==> config.mk <==
export PLATFORM = sky130hd
export DESIGN_NAME = ram_bus_arbiter_flat
export DESIGN_NICKNAME = d
export VERILOG_FILES = /design/src/rtl/ram_bus_arbiter_if.sv /design/src/rtl/ram_bus_arbiter.sv /design/src/flat_wrapper.sv
export SDC_FILE = /design/constraint.sdc
export NUM_CORES = 1
export LEC_CHECK = 0
export ABC_CLOCK_PERIOD_IN_PS = 2300
export CAP_MARGIN = 30
export CORE_MARGIN = 10
export CORE_UTILIZATION = 42
export DETAILED_ROUTE_END_ITERATION = 7
export PLACE_DENSITY = 0.8
export SYNTH_ARGS = -nofsm -noshare
export SYNTH_HDL_FRONTEND = slang
export SYNTH_SLANG_ARGS = --single-unit
==> constraint.sdc <==
create_clock -name CLK -period 2.3 [get_ports CLK]
set_input_delay 0.46 -clock CLK [delete_from_list [all_inputs] [get_ports CLK]]
set_output_delay 0.46 -clock CLK [all_outputs]
set_load 0.01 [all_outputs]
==> src/rtl/ram_bus_arbiter_if.sv <==
// ram_bus_arbiter_if: CPU and loader request ports plus the shared RAM port.
// slave is the arbiter side; master is the requester/RAM side.
interface ram_bus_arbiter_if #(
  parameter int ADDR_W = 8,
  parameter int DATA_W = 8
);
  logic              CPU_REQ;
  logic              CPU_WE;
  logic [ADDR_W-1:0] CPU_ADDR;
  logic [DATA_W-1:0] CPU_WDATA;
  logic              CPU_GNT;
  logic              CPU_DONE;
  logic [DATA_W-1:0] CPU_RDATA;
  logic              LDR_REQ;
  logic              LDR_WE;
  logic [ADDR_W-1:0] LDR_ADDR;
  logic [DATA_W-1:0] LDR_WDATA;
  logic              LDR_GNT;
  logic              LDR_DONE;
  logic [DATA_W-1:0] LDR_RDATA;
  logic [ADDR_W-1:0] RAM_ADDR;
  logic [DATA_W-1:0] RAM_WDATA;
  logic [DATA_W-1:0] RAM_RDATA;
  logic              RAM_RW;
  logic              RAM_EN;
  logic              BUSY;

  modport slave (
    input  CPU_REQ, CPU_WE, CPU_ADDR, CPU_WDATA,
    input  LDR_REQ, LDR_WE, LDR_ADDR, LDR_WDATA,
    input  RAM_RDATA,
    output CPU_GNT, CPU_DONE, CPU_RDATA,
    output LDR_GNT, LDR_DONE, LDR_RDATA,
    output RAM_ADDR, RAM_WDATA, RAM_RW, RAM_EN,
    output BUSY
  );

  modport master (
    output CPU_REQ, CPU_WE, CPU_ADDR, CPU_WDATA,
    output LDR_REQ, LDR_WE, LDR_ADDR, LDR_WDATA,
    output RAM_RDATA,
    input  CPU_GNT, CPU_DONE, CPU_RDATA,
    input  LDR_GNT, LDR_DONE, LDR_RDATA,
    input  RAM_ADDR, RAM_WDATA, RAM_RW, RAM_EN,
    input  BUSY
  );
endinterface

==> src/rtl/ram_bus_arbiter.sv <==
// ram_bus_arbiter: round-robin sharing of one RAM port between the CPU
// datapath and the loader, with configurable RAM wait states.
module ram_bus_arbiter #(
  parameter int ADDR_W      = 8,
  parameter int DATA_W      = 8,
  parameter int WAIT_STATES = 1
) (
  input  logic CLK,
  input  logic RST,
  ram_bus_arbiter_if.slave bus
);

  localparam int WCW =
    (WAIT_STATES > 0) ? $clog2(WAIT_STATES + 1) : 1;
  localparam logic [WCW-1:0] WS_INIT = WCW'(WAIT_STATES);

  typedef enum logic [1:0] {
    IDLE   = 2'd0,
    ACCESS = 2'd1,
    DONE   = 2'd2
  } state_t;

  state_t            state_q;
  state_t            state_d;
  logic [WCW-1:0]    wait_q;
  logic              owner_q;
  logic              we_q;
  logic [ADDR_W-1:0] addr_q;
  logic [DATA_W-1:0] wdata_q;
  logic [DATA_W-1:0] cpu_rd_q;
  logic [DATA_W-1:0] ldr_rd_q;
  logic              grant;
  logic              pick;
  logic              busy;

  // owner_q doubles as last_owner: 0 = CPU, 1 = loader
  always_comb begin
    state_d = state_q;
    grant   = 1'b0;
    pick    = owner_q;
    unique case (state_q)
      IDLE: begin
        unique case (1'b1)
          (bus.CPU_REQ && bus.LDR_REQ): begin
            grant = 1'b1;
            pick  = ~owner_q;
          end
          (bus.CPU_REQ && !bus.LDR_REQ): begin
            grant = 1'b1;
            pick  = 1'b0;
          end
          (!bus.CPU_REQ && bus.LDR_REQ): begin
            grant = 1'b1;
            pick  = 1'b1;
          end
          default: ;
        endcase
        if (grant) state_d = ACCESS;
      end
      ACCESS: if (wait_q == '0) state_d = DONE;
      DONE:   state_d = IDLE;
      default: state_d = IDLE;
    endcase
  end

  always_ff @(posedge CLK or negedge RST) begin
    if (!RST) begin
      state_q  <= IDLE;
      wait_q   <= '0;
      owner_q  <= 1'b1;
      we_q     <= 1'b0;
      addr_q   <= '0;
      wdata_q  <= '0;
      cpu_rd_q <= '0;
      ldr_rd_q <= '0;
    end else begin
      state_q <= state_d;
      if (grant) begin
        owner_q <= pick;
        we_q    <= pick ? bus.LDR_WE : bus.CPU_WE;
        addr_q  <= pick ? bus.LDR_ADDR : bus.CPU_ADDR;
        wdata_q <= pick ? bus.LDR_WDATA : bus.CPU_WDATA;
        wait_q  <= WS_INIT;
      end else if (state_q == ACCESS) begin
        if (wait_q != '0) begin
          wait_q <= wait_q - 1'b1;
        end else if (!we_q) begin
          if (owner_q) ldr_rd_q <= bus.RAM_RDATA;
          else         cpu_rd_q <= bus.RAM_RDATA;
        end
      end
    end
  end

  assign busy          = (state_q != IDLE);
  assign bus.BUSY      = busy;
  assign bus.CPU_GNT   = busy && !owner_q;
  assign bus.LDR_GNT   = busy && owner_q;
  assign bus.CPU_DONE  = (state_q == DONE) && !owner_q;
  assign bus.LDR_DONE  = (state_q == DONE) && owner_q;
  assign bus.CPU_RDATA = cpu_rd_q;
  assign bus.LDR_RDATA = ldr_rd_q;
  assign bus.RAM_EN    = (state_q == ACCESS);
  assign bus.RAM_RW    = (state_q == ACCESS) && we_q;
  assign bus.RAM_ADDR  = addr_q;
  assign bus.RAM_WDATA = wdata_q;

endmodule

==> src/flat_wrapper.sv <==
// flat-port wrapper written by rule: the top's interface ports become plain ports
module ram_bus_arbiter_flat 
#(
  parameter int ADDR_W      = 8,
  parameter int DATA_W      = 8,
  parameter int WAIT_STATES = 1
)
  (CLK, RST, bus_CPU_REQ, bus_CPU_WE, bus_CPU_ADDR, bus_CPU_WDATA, bus_LDR_REQ, bus_LDR_WE, bus_LDR_ADDR, bus_LDR_WDATA, bus_RAM_RDATA, bus_CPU_GNT, bus_CPU_DONE, bus_CPU_RDATA, bus_LDR_GNT, bus_LDR_DONE, bus_LDR_RDATA, bus_RAM_ADDR, bus_RAM_WDATA, bus_RAM_RW, bus_RAM_EN, bus_BUSY);
  ram_bus_arbiter_if #(.ADDR_W(ADDR_W), .DATA_W(DATA_W)) bus_i ();
  input  logic CLK;
  input  logic RST;
  input wire logic [$bits(bus_i.CPU_REQ)-1:0] bus_CPU_REQ;
  input wire logic [$bits(bus_i.CPU_WE)-1:0] bus_CPU_WE;
  input wire logic [$bits(bus_i.CPU_ADDR)-1:0] bus_CPU_ADDR;
  input wire logic [$bits(bus_i.CPU_WDATA)-1:0] bus_CPU_WDATA;
  input wire logic [$bits(bus_i.LDR_REQ)-1:0] bus_LDR_REQ;
  input wire logic [$bits(bus_i.LDR_WE)-1:0] bus_LDR_WE;
  input wire logic [$bits(bus_i.LDR_ADDR)-1:0] bus_LDR_ADDR;
  input wire logic [$bits(bus_i.LDR_WDATA)-1:0] bus_LDR_WDATA;
  input wire logic [$bits(bus_i.RAM_RDATA)-1:0] bus_RAM_RDATA;
  output wire logic [$bits(bus_i.CPU_GNT)-1:0] bus_CPU_GNT;
  output wire logic [$bits(bus_i.CPU_DONE)-1:0] bus_CPU_DONE;
  output wire logic [$bits(bus_i.CPU_RDATA)-1:0] bus_CPU_RDATA;
  output wire logic [$bits(bus_i.LDR_GNT)-1:0] bus_LDR_GNT;
  output wire logic [$bits(bus_i.LDR_DONE)-1:0] bus_LDR_DONE;
  output wire logic [$bits(bus_i.LDR_RDATA)-1:0] bus_LDR_RDATA;
  output wire logic [$bits(bus_i.RAM_ADDR)-1:0] bus_RAM_ADDR;
  output wire logic [$bits(bus_i.RAM_WDATA)-1:0] bus_RAM_WDATA;
  output wire logic [$bits(bus_i.RAM_RW)-1:0] bus_RAM_RW;
  output wire logic [$bits(bus_i.RAM_EN)-1:0] bus_RAM_EN;
  output wire logic [$bits(bus_i.BUSY)-1:0] bus_BUSY;
  assign bus_i.CPU_REQ = bus_CPU_REQ;
  assign bus_i.CPU_WE = bus_CPU_WE;
  assign bus_i.CPU_ADDR = bus_CPU_ADDR;
  assign bus_i.CPU_WDATA = bus_CPU_WDATA;
  assign bus_i.LDR_REQ = bus_LDR_REQ;
  assign bus_i.LDR_WE = bus_LDR_WE;
  assign bus_i.LDR_ADDR = bus_LDR_ADDR;
  assign bus_i.LDR_WDATA = bus_LDR_WDATA;
  assign bus_i.RAM_RDATA = bus_RAM_RDATA;
  assign bus_CPU_GNT = bus_i.CPU_GNT;
  assign bus_CPU_DONE = bus_i.CPU_DONE;
  assign bus_CPU_RDATA = bus_i.CPU_RDATA;
  assign bus_LDR_GNT = bus_i.LDR_GNT;
  assign bus_LDR_DONE = bus_i.LDR_DONE;
  assign bus_LDR_RDATA = bus_i.LDR_RDATA;
  assign bus_RAM_ADDR = bus_i.RAM_ADDR;
  assign bus_RAM_WDATA = bus_i.RAM_WDATA;
  assign bus_RAM_RW = bus_i.RAM_RW;
  assign bus_RAM_EN = bus_i.RAM_EN;
  assign bus_BUSY = bus_i.BUSY;
  ram_bus_arbiter #(.ADDR_W(ADDR_W), .DATA_W(DATA_W), .WAIT_STATES(WAIT_STATES)) u_core (.CLK(CLK), .RST(RST), .bus(bus_i));
endmodule
-- Word level (Yosys, flattened, before mapping)
Index checks and enable logic that the tools add are counted.
- bits in registers: 37
- input bits: 46
- output and inout port bits: 39
- word-level logic and storage cells: 49
- add/subtract/negate cells: 1
- eq/ne operators: 4
- muxes and demuxes: 14
- bitwise gates (word level): 4
- reductions and logical operators: 18
- operators by type and width (operator ; count):
    8-bit 2-to-1 mux ; 2
    5-bit AND reduction ; 2
    1-bit logical AND ; 8
    1-bit 2-to-1 mux ; 8
    2-bit 2-to-1 mux ; 2
    1-bit NOT ; 4
    2-bit one-hot mux with 2 select lines ; 1
    2-bit nonzero test ; 2
    1-bit zero test ; 3
    1-bit one-hot mux with 3 select lines ; 1
    3-bit OR reduction ; 1
    2-bit by 1-bit == test with 1-bit output, second input constant ; 1
    2-bit == test, second input constant ; 1
    2-bit zero test ; 1
    2-bit by 1-bit inequality test with 1-bit output, second input constant ; 1
    2-bit inequality test, second input constant ; 1
    2-bit AND reduction ; 1
    1-bit subtractor, second input constant ; 1

-- Logic depth before layout (Yosys ltp)
Gate-level depths: netlist of the first run.
- depth after elaboration: 8
- depth in mapped cells: 6
- gate-level depth less buffers: 3

-- Worst setup path after synthesis of the first run
OpenSTA, ideal clock, no wires.
- path type: reg2out
- start point: register u_core.owner_q
- end point: output port bus_CPU_DONE
- arrival: 1.257 ns
- data required time: 1.840 ns
- slack: 0.583 ns
- stages on the path, launching flop included: 4
- path buffers: 2
- cell sequence: dfstp_2 > clkbuf_1 > clkbuf_1 > nor3b_1
- longest elaborated chain between the ends: 2
- RTL lines (what ; RTL line ; source):
    from (decl) ; ram_bus_arbiter.sv:26 ; logic owner_q;
    from (signal assigned) ; ram_bus_arbiter.sv:79 ; owner_q <= pick;
    1-bit zero test ; ram_bus_arbiter.sv:99 ; assign bus.CPU_DONE = (state_q == DONE) && !owner_q;
    1-bit logical AND ; ram_bus_arbiter.sv:99 ;
    to (decl) ; flat_wrapper.sv:22 ; output wire logic [$bits(bus_i.CPU_DONE)-1:0] bus_CPU_DONE;
Every way passes these cells.

-- Worst setup path in the final report of the first run
- start point: register u_core.owner_q
- end point: output port bus_LDR_DONE
- longest elaborated chain between the ends: 1
- RTL lines (what ; RTL line ; source):
    1-bit logical AND ; ram_bus_arbiter.sv:100 ; assign bus.LDR_DONE = (state_q == DONE) && owner_q;
    to (decl) ; flat_wrapper.sv:25 ; output wire logic [$bits(bus_i.LDR_DONE)-1:0] bus_LDR_DONE;
Every way passes these cells.

==> results.sh, run 1 <==
export IMPL_wl_per_cell_um=19.8
export IMPL_ys_ff_latch=37
export IMPL_cp_max_fo=21
export IMPL_overflow=0
export IMPL_syn_inst=162
export IMPL_synthTopCellsByArea="dfrtp_1 47%, mux2_4 12%, o211ai_1 10%, a31oi_1 5.5%, o211ai_2 5.2%"
export IMPL_maxCapViolCount=0
export IMPL_regToRegStartpoint="u_core.owner_q"
export IMPL_mostFrequentLayoutCell="clkdlybuf4s50_1"
export IMPL_dpl_cell_area_um2=2800
export IMPL_timing_reg2reg_setup_slack_ns=0.29
export IMPL_groute_usage_overall=0.151
export IMPL_dieArea_um2=7700
export IMPL_nFillCells=368
export IMPL_hp_class="in2async"
export IMPL_htreeDepth=2
export IMPL_grt_pass1_vias=1780
export IMPL_outcome="completed"
export IMPL_p_total_uw=4070
export IMPL_ant_nets=0
export IMPL_routed_wl_um=5870
export IMPL_layout_common_cells="83 x clkdlybuf4s50_1, 35 x dfrtp_1, 26 x o211ai_1"
export IMPL_place_congestion=0.721
export IMPL_ys_seq_area_frac=0.481
export IMPL_setup_worst_path_class="reg2out"
export IMPL_cts_buffer_depth=2
export IMPL_syn_avg_cell_area_um2=11.9
export IMPL_required_ns=1.84
export IMPL_yosys_warnings=0
export IMPL_vias=1675
export IMPL_finalSetupTns_ns=0
export IMPL_initialDrtViolationCount=94
export IMPL_antenna_found_initial=0
export IMPL_synth_top_area_cell="dfrtp_1"
export IMPL_holdBufCountCts=0
export IMPL_drc_errors=0
export IMPL_final_util=0.658
export IMPL_core_area_um2=4410
export IMPL_finClkSkew_ns=0.00463
export IMPL_rsz0062_at_grt="yes"
export IMPL_start_kind="flip-flop"
export IMPL_yosysUniqueCellTypes=25
export IMPL_dr_pass1_iters=4
export IMPL_p_leak_uw=0.00116
export IMPL_period_share=0.976
export IMPL_vias_per_cell=5.64
export IMPL_fp_row_count=24
export IMPL_grt_pass1_wl_um=9270
export IMPL_cts_buffers=5
export IMPL_finalNetCount=290
export IMPL_max_freq_ghz=0.445
export IMPL_die_h_um=87.8
export IMPL_finalSetupViolations=0
export IMPL_cts_tree="done"
export IMPL_synth_top_area_share=0.467
export IMPL_tightest_slew_ns=0.815
export IMPL_cts_sinks=37
export IMPL_synthesis_nets=208
export IMPL_drive_gt1_frac=0.208
export IMPL_dpl_hpwl_um=4340
export IMPL_clockRootBuffer="clkbuf_8"
export IMPL_fin_area_um2=2910
export IMPL_io_pins=85
export IMPL_die_w_um=87.8
export IMPL_syn_area_um2=1930
export IMPL_ff2ff_path_depth=3
export IMPL_numPortBuffers=84
export IMPL_critical_path_arrival_ns=1.79
export IMPL_power_density_nw_per_um2=1400
export IMPL_maxSlewViolCount=0
export IMPL_syn_to_final_growth_pct=50.7
export IMPL_n_antenna_cell=0
export IMPL_start_util=0.437
export IMPL_fin_crit_ns=2.25
export IMPL_grt_max_degree=38
export IMPL_r2r_end="u_core.bus.LDR_RDATA[3]"
export IMPL_clk_pin_slew_worst_paths_ns=0.07
export IMPL_post_cts_setup_buffer_count=0
export IMPL_slew_headroom=0.456
export IMPL_end_kind="output pin"
export IMPL_clkLatencyLatePin_ns=0.29
export IMPL_finalHoldViolCount=0
export IMPL_vdd_drop_max_v=0.000744
-- cells in the mapped netlist --
| library cell | count |
|---|---|
| dfstp_2 | 1 |
| or4b_1 | 1 |
| inv_1 | 2 |
| nor3b_2 | 2 |
| or2_1 | 1 |
| and2_1 | 2 |
| a31oi_1 | 17 |
| dfrtp_1 | 36 |
| nor2_1 | 4 |
| nand4bb_1 | 1 |
| buf_2 | 6 |
| o211ai_1 | 26 |
| mux2_4 | 16 |
| o211ai_2 | 8 |
| nand2b_4 | 1 |
| inv_2 | 1 |
| nor3b_1 | 2 |
| buf_6 | 3 |
| o21ai_1 | 1 |
| buf_4 | 1 |
| clkbuf_1 | 9 |
| or4_1 | 1 |
| a21oi_1 | 17 |
| a21o_1 | 2 |
| nor4_4 | 1 |
-- cell type report --
| type | count | area, um^2 | area share |
|---|---|---|---|
| inverter | 3 | 11.3 | 0.00387 |
| clock buffer | 7 | 96.3 | 0.0331 |
| clock inverter | 1 | 5.00 | 0.00172 |
| sequential | 37 | 928 | 0.319 |
| tap | 52 | 65.1 | 0.0224 |
| timing repair buffer | 94 | 911 | 0.313 |
| multi-input combinational | 103 | 890 | 0.306 |
-- per-stage QoR --
stage / cells / setup WS [ns] / hold slack [ns]
2_1_floorplan: 162 / 0.583 / 0.164
3_3_place_gp: 289 / 0.283 / 0.494
3_5_place_dp: 289 / 0.279 / 0.503
4_1_cts: 297 / 0.0118 / 0.283
5_1_grt: 297 / -0.0351 / 0.333
6_report: 297 / 0.0546 / 0.261
-- routing by layer --
layer	vias to the layer above	routed length (um)	share of wire	GRT usage
met4	0	56	0.0095	0.0478
li1	794	-	-	-
met2	65	2810	0.48	0.242
met1	808	2430	0.41	0.186
met5	-	0	0	0
met3	8	571	0.097	0.0520
-- worst max-delay path, stage by stage, from the launching register on --
cell and delay (ns):
dfstp_2 0.54, inv_2 0.17, nor3b_2 0.20, clkdlybuf4s50_1 0.58
-- flip-flops by register name (all words and copies together) (netlist names) --
name and count:
u_core.bus.LDR_RDATA 8, u_core.bus.CPU_RDATA 8, u_core.bus.RAM_WDATA 8, u_core.we_q 1, u_core.state_q 2, u_core.bus.RAM_ADDR 8
u_core.wait_q 1, u_core.owner_q 1
-- worst max path at each step --
| stage | start | endpoint | slack (ns) | cells after the start |
|---|---|---|---|---|
| global route | u_core.owner_q | bus_LDR_DONE | -0.04 | 3 |
| detailed placement | bus_LDR_REQ | u_core.bus.RAM_ADDR[3] | 0.28 | 5 |
| CTS | u_core.owner_q | bus_LDR_DONE | 0.01 | 3 |
| floorplan | u_core.owner_q | bus_CPU_DONE | 0.58 | 3 |
| finish | u_core.owner_q | bus_LDR_DONE | 0.05 | 3 |
| global placement | bus_LDR_REQ | u_core.bus.RAM_ADDR[3] | 0.28 | 5 |
-- power by group --
| group | leakage [uW] | switching [uW] | internal (uW) |
|---|---|---|---|
| registers | 0.000425 | 255 | 996 |
| clock network | 0.0000542 | 228 | 271 |
| logic | 0.000682 | 1060 | 1270 |
-- cell families after synthesis --
kind of cell           share of synthesized area
multiplexers                               0.125
flip-flops                                 0.481
AND/OR/NAND/NOR                           0.0714
AO/OA/AOI/OAI                              0.263
buffers and inverters                     0.0603
-- repair_timing --
action	in CTS	in global routing
resized for setup	0	2
endpoints found under the hold margin	0	0
setup endpoints to repair	0	2
Power figures use the tool's default switching activity.
==> run 2: changes to the inputs <==
CTS_CLUSTER_SIZE = 8   (was default)
==> results of run 2 <==
The final DEF is identical to that of run 1; final timing and power are the same.
==> run 3: changes to the inputs <==
SKIP_LAST_GASP = 1   (was default)
==> results of run 3 <==
The final DEF is identical to that of run 1; final timing and power are the same.
